<file path="src/rtl/fetch_pkg.sv">
// Shared types and constants for the instruction fetch stage.
//   XLEN          : architectural word width
//   INST_NOP      : addi x0,x0,0, shown to decode when nothing is queued
//   RESET_PC_DEF  : default first fetch address
//   fetch_req_t   : fetch request payload (address)
//   fetch_rsp_t   : fetch response payload (instruction word)
//   fetch_entry_t : queue entry {pc, inst}
package fetch_pkg;

    localparam int unsigned XLEN = 32;

    localparam logic [XLEN-1:0] INST_NOP     = 32'h0000_0013;
    localparam logic [XLEN-1:0] RESET_PC_DEF = 32'h0000_0000;

    typedef struct packed {
        logic [XLEN-1:0] addr;
    } fetch_req_t;

    typedef struct packed {
        logic [XLEN-1:0] rdata;
    } fetch_rsp_t;

    typedef struct packed {
        logic [XLEN-1:0] pc;
        logic [XLEN-1:0] inst;
    } fetch_entry_t;

    // Force an address onto a word boundary.
    function automatic logic [XLEN-1:0] word_align(input logic [XLEN-1:0] a);
        return {a[XLEN-1:2], 2'b00};
    endfunction

endpackage

</file>
<file path="src/rtl/fetch_queue.sv">
// In-order instruction queue with a registered head entry.
//   clk, reset_n : clock, async active-low reset
//   push, din    : enqueue din
//   pop          : dequeue head (ignored when empty)
//   flush        : drop all entries; head payload is held
//   head         : registered copy of the oldest entry
//   count        : number of entries held
//   full, empty  : occupancy flags
module fetch_queue
    import fetch_pkg::*;
#(
    parameter int unsigned  DEPTH      = 2,
    parameter fetch_entry_t RESET_HEAD = '0,
    localparam int unsigned PTR_W      = $clog2(DEPTH),
    localparam int unsigned CNT_W      = $clog2(DEPTH + 1)
) (
    input  logic             clk,
    input  logic             reset_n,
    input  logic             push,
    input  fetch_entry_t     din,
    input  logic             pop,
    input  logic             flush,
    output fetch_entry_t     head,
    output logic [CNT_W-1:0] count,
    output logic             full,
    output logic             empty
);

    fetch_entry_t     mem [DEPTH];
    logic [PTR_W-1:0] rd_ptr;
    logic [PTR_W-1:0] wr_ptr;
    logic [PTR_W-1:0] rd_ptr_nx;
    logic             push_en;
    logic             pop_en;

    assign empty     = (count == '0);
    assign full      = (count == CNT_W'(DEPTH));
    assign push_en   = push & ~flush;
    assign pop_en    = pop & ~empty & ~flush;
    assign rd_ptr_nx = rd_ptr + PTR_W'(1);

    // Storage array: contents are only meaningful below count, so no reset.
    always_ff @(posedge clk) begin
        if (push_en) begin
            mem[wr_ptr] <= din;
        end
    end

    // Pointers, occupancy and the registered head copy.
    always_ff @(posedge clk or negedge reset_n) begin
        if (!reset_n) begin
            rd_ptr <= '0;
            wr_ptr <= '0;
            count  <= '0;
            head   <= RESET_HEAD;
        end else if (flush) begin
            rd_ptr <= '0;
            wr_ptr <= '0;
            count  <= '0;
        end else begin
            if (push_en) begin
                wr_ptr <= wr_ptr + PTR_W'(1);
            end
            if (pop_en) begin
                rd_ptr <= rd_ptr_nx;
            end
            count <= count + CNT_W'(push_en) - CNT_W'(pop_en);
            // New word becomes head when the queue is (or is about to be) empty.
            if (push_en && (empty || (pop_en && count == CNT_W'(1)))) begin
                head <= din;
            end else if (pop_en && count > CNT_W'(1)) begin
                head <= mem[rd_ptr_nx];
            end
        end
    end

endmodule

</file>
<file path="src/rtl/fetch_unit.sv">
// Instruction fetch stage feeding RV32I decode.
//   clk, reset_n              : clock, async active-low reset
//   mem_req/addr/gnt          : instruction memory request channel
//   mem_rvalid/rdata          : in-order instruction memory responses
//   redirect_valid/pc         : flush and restart fetch at redirect_pc
//   inst_valid/ready, inst/pc : instruction handshake towards decode
module fetch_unit
    import fetch_pkg::*;
#(
    parameter logic [XLEN-1:0] RESET_PC = RESET_PC_DEF,
    parameter int unsigned     DEPTH    = 2
) (
    input  logic            clk,
    input  logic            reset_n,
    output logic            mem_req,
    output logic [XLEN-1:0] mem_addr,
    input  logic            mem_gnt,
    input  logic            mem_rvalid,
    input  logic [XLEN-1:0] mem_rdata,
    input  logic            redirect_valid,
    input  logic [XLEN-1:0] redirect_pc,
    output logic            inst_valid,
    input  logic            inst_ready,
    output logic [XLEN-1:0] inst,
    output logic [XLEN-1:0] pc
);

    localparam int unsigned  CNT_W      = $clog2(DEPTH + 1);
    localparam int unsigned  SUM_W      = CNT_W + 1;
    localparam fetch_entry_t RESET_HEAD = '{pc: word_align(RESET_PC), inst: INST_NOP};

    logic [XLEN-1:0]  fetch_pc;
    logic [XLEN-1:0]  pc_tag;
    logic [XLEN-1:0]  redirect_target;
    logic [CNT_W-1:0] outstanding;
    logic [CNT_W-1:0] outstanding_nx;
    logic [CNT_W-1:0] discard;
    logic [CNT_W-1:0] q_count;
    logic             q_full;
    logic             q_empty;
    fetch_entry_t     q_head;
    fetch_entry_t     q_din;
    fetch_req_t       req;
    logic             active;
    logic             take;
    logic             drop;
    logic             push;
    logic             pop;

    // Credit: in-flight plus queued words never exceed DEPTH, so a response
    // always finds room. Same-cycle returns/pops are deliberately ignored.
    assign mem_req = active && !redirect_valid &&
                     ((SUM_W'(outstanding) + SUM_W'(q_count)) < SUM_W'(DEPTH));
    assign req.addr = fetch_pc;
    assign mem_addr = req.addr;

    assign take            = mem_req & mem_gnt;
    assign drop            = mem_rvalid & (discard != '0);
    assign push            = mem_rvalid & ~drop & ~redirect_valid;
    assign pop             = inst_valid & inst_ready;
    assign outstanding_nx  = outstanding + CNT_W'(take) - CNT_W'(mem_rvalid);
    assign redirect_target = word_align(redirect_pc);
    assign q_din           = '{pc: pc_tag, inst: mem_rdata};

    assign inst_valid = ~q_empty;
    assign inst       = inst_valid ? q_head.inst : INST_NOP;
    assign pc         = q_head.pc;

    // Fetch/response bookkeeping; a redirect marks everything in flight stale.
    always_ff @(posedge clk or negedge reset_n) begin
        if (!reset_n) begin
            active      <= 1'b0;
            fetch_pc    <= word_align(RESET_PC);
            pc_tag      <= word_align(RESET_PC);
            outstanding <= '0;
            discard     <= '0;
        end else begin
            active      <= 1'b1;
            outstanding <= outstanding_nx;
            if (redirect_valid) begin
                fetch_pc <= redirect_target;
                pc_tag   <= redirect_target;
                discard  <= outstanding_nx;
            end else begin
                if (take) begin
                    fetch_pc <= fetch_pc + XLEN'(4);
                end
                if (drop) begin
                    discard <= discard - CNT_W'(1);
                end
                if (push) begin
                    pc_tag <= pc_tag + XLEN'(4);
                end
            end
        end
    end

    fetch_queue #(
        .DEPTH      (DEPTH),
        .RESET_HEAD (RESET_HEAD)
    ) u_queue (
        .clk     (clk),
        .reset_n (reset_n),
        .push    (push),
        .din     (q_din),
        .pop     (pop),
        .flush   (redirect_valid),
        .head    (q_head),
        .count   (q_count),
        .full    (q_full),
        .empty   (q_empty)
    );

    // The credit rule makes a push into a full queue impossible.
    assert property (@(posedge clk) disable iff (!reset_n) !(push && q_full));

endmodule
</file>
<file path="config.mk">
export PLATFORM = sky130hd
export DESIGN_NAME = fetch_unit
export DESIGN_NICKNAME = d
export VERILOG_FILES = /design/src/rtl/fetch_pkg.sv /design/src/rtl/fetch_queue.sv /design/src/rtl/fetch_unit.sv
export SDC_FILE = /design/constraint.sdc
export NUM_CORES = 1
export LEC_CHECK = 0
export BUFFER_PORTS_ARGS = -buffer_cell sky130_fd_sc_hd__buf_2
export CAP_MARGIN = 20
export CORE_MARGIN = 4
export CORE_UTILIZATION = 40
export DETAILED_ROUTE_END_ITERATION = 10
export GPL_ROUTABILITY_DRIVEN = 0
export HOLD_SLACK_MARGIN = 0.1
export PLACE_DENSITY = 0.73
export SYNTH_ARGS = -nofsm -noshare
export SYNTH_HDL_FRONTEND = slang
export SYNTH_SLANG_ARGS = --single-unit
</file>
<file path="constraint.sdc">
create_clock -name clk -period 5.35 [get_ports clk]
set_input_delay 1.07 -clock clk [delete_from_list [all_inputs] [get_ports clk]]
set_output_delay 1.07 -clock clk [all_outputs]
set_load 0.01 [all_outputs]
</file>
==> flow_summary.yaml <==
detailed_routing:
  drt-total-wl_mm: 26.7
  ant_nets: 0
  drt_pass1_iterations: 5
  viasPerCell: 5.24
  drc: 0
  vias: 7944
  post_drt_wl_per_cell_um: 17.6
  drt_iter0_drc: 623
synth:
  syn_inst: 1005
  async_flop_share_pct: 51.4
  ys_seq_area_share_pct: 60.9
  synth_area_leader_cell: "edfxtp_1"
  synth_ff_type: "dfrtp_1"
  synth.distinct_cells: 59
  synth-edff-count: 124
  ys_ff_latch: 255
  synth.top_cells.by_area: "edfxtp_1 (32%), dfrtp_1 (28%), mux2i_1 (5.6%), o21ai_0 (5.6%), nand2_1 (5.3%)"
  yosysTopAreaCellShare_pct: 32.4
  yosys_warnings: 0
  synth.avg_cell_area_sq_um: 11.4
  netlist_area_sq_um: 11500
timing:
  worst_pin_slew_ns: 0.924
  rsz0062_at_grt: "no"
  clock.fmax_mhz: 303
  post-route-period-util_pct: 61.6
  tns_ns: 0
  fin_ws_ns: 2.05
  max_slew_margin_pct: 38.4
  drv_slew: 0
  fin_skew_ns: 0.0242
  hold_violations: 0
  min_period_ns: 3.30
  finalSetupViolations: 0
power_and_ir_drop:
  leakage_nw: 5.08
  power_frac_clock_pct: 32.3
  p_seq_share_pct: 46.5
  p_per_area_nw_per_um2: 438
  ir_drop_mv: 0.290
  p_sw_share_pct: 29.5
  combPwrFrac_pct: 21.2
  switching_power_mw: 1.72
  totalPowerFinal_mw: 5.84
  intPower_mw: 4.11
critical_path:
  crit_type: "reg2out"
  crit_path_start_kind: "flop"
  crit_chain: "and2_1, fa_1, nor4b_4, buf_2"
  end_kind: "output port"
  path_delay_family: "simple AND/OR/NAND/NOR gates"
  slowest_delay_ns: 0.48
  path_buf_inv: 1
  crit_start: "u_queue.count[0]$_DFF_PN0_"
  critical_path_required_ns: 4.28
  timing.rr.start: "u_queue.count[0]$_DFF_PN0_"
  crit_arrival_ns: 2.23
  cp_max_fo: 5
  critPathSlowestCell: "fa_1"
cts:
  cts_buffers: 27
  clock_latency_ns: 0.53
  root_buffer: "clkbuf_16"
  clk_pin_slew_ns: 0.06
  hold_buffers: 0
  postCtsSetupRepairBufs: 0
  ctsResizeCount: 0
  cts_sinks: 255
  cts.htree.levels: 1
  clockBufferDepth: 3
  cts_tree: "yes"
floorplanning:
  die_x_um: 178
  design.core.area_sq_um: 28100
  boundaryPins: 168
  initial_core_util_pct: 41.0
  die_h_um: 178
  num_rows: 61
  die_area_sq_um: 31500
placed_design:
  dp_slack_ns: 1.95
  hpwl_mm: 17.3
  portBuffers: 161
cells_and_area:
  nFillCells: 2596
  most-common-layout-cells: "nand2_1 (163), buf_2 (160), o21ai_0 (128)"
  final_common_cell: "nand2_1"
  drive_gt1_share_pct: 22.7
  multi_input_area_sq_um: 3960
  syn_to_final_growth_pct: 15.9
  regArea_sq_um: 7010
  fin_nets: 1196
  diodes: 0
outcome:
  status: "finished clean"
grt:
  antenna_found_initial: 1
  grt_pass1_vias: 7785
  grt_usage_pct: 16.5
  grt_max_degree: 106
  grt_pass1_wl_mm: 41.9
  gr-total-overflow: 0
job:
  cap_viol_max_count: 0
hold_path:
  hold_path_class: "in2async"
==> power groups by stage <==
stage                     Clock, mW  Sequential [mW]  Combinational [mW]
after floorplan                   0             2.67               0.946
after global placement            0             2.73                1.22
after detailed placement          0             2.75                1.26
after CTS                      1.94             2.72                1.26
after global routing           2.03             2.76                1.38
final                          1.88             2.72                1.24
==> registers in the layout (all words and copies together), names as in the netlist <==
register,cells
outstanding,2
u_queue.wr_ptr,1
pc_tag,30
u_queue.mem,124
u_queue.head,62
mem_addr,30
active,1
discard,2
u_queue.rd_ptr,1
u_queue.count,2
==> cells in the mapped netlist (12+ instances only) <==
library cell	number
a21oi_1	16
and2_1	35
and3_1	13
buf_4	34
clkbuf_1	50
dfrtp_1	128
edfxtp_1	124
inv_1	13
mux2i_1	64
nand2_1	163
nand3_1	25
nand4_1	19
nor2_1	25
o21ai_0	128
o21ai_1	12
xnor2_1	28
xor2_1	15
==> worst paths after layout <==
check	cells after the start	endpoint	slack [ns]
max	4	mem_req	2.05
min	1	mem_addr[28]$_DFFE_PN0P_	0.35
max reg2reg	11	discard[1]$_DFFE_PN0P_	2.44
min reg2reg	0	u_queue.mem[0][48]$_DFFE_PP_	0.53
max in group asynchronous	3	u_queue.head[21]$_DFFE_PN0P_	3.85
min in group clk	0	u_queue.mem[0][48]$_DFFE_PP_	0.53
==> area by class of cell <==
class | count | share of cell area [%]
clock buffer | 37 | 5.72
clock inverter | 13 | 1.11
inverter | 15 | 0.422
multi-input combinational | 645 | 29.7
sequential | 255 | 52.6
tap | 378 | 3.55
timing repair buffer | 174 | 6.97
==> metal layers <==
layer	routed length [um]	global-route usage [%]
met5	8	0
met1	12200	24.3
met2	12200	26.1
met3	1790	2.66
met4	517	3.42
==> cells by family (layout without fill, tap and decap cells) <==
group           after synthesis  after routing  synth area share, %
fa+ha+maj                     8              8                0.935
simple gates                326            326                 14.2
buf+inv                     108            239                 4.97
flops                       255            255                 60.9
compound gates              198            198                 10.0
xor+xnor                     43             43                 3.27
mux                          65             65                 5.67
other cells                   2              5               0.0653
==> through the flow <==
step,utilization (%),instance area [sq um],std cells,hold WS (ns)
2_1_floorplan,-,11500,1008,0.465
3_3_place_gp,44.1,12400,1466,0.494
3_5_place_dp,44.1,12400,1466,0.517
4_1_cts,47.4,13300,1516,0.532
5_1_grt,47.5,13300,1517,0.335
6_report,47.5,13300,1517,0.347
Power figures use the tool's default switching activity.
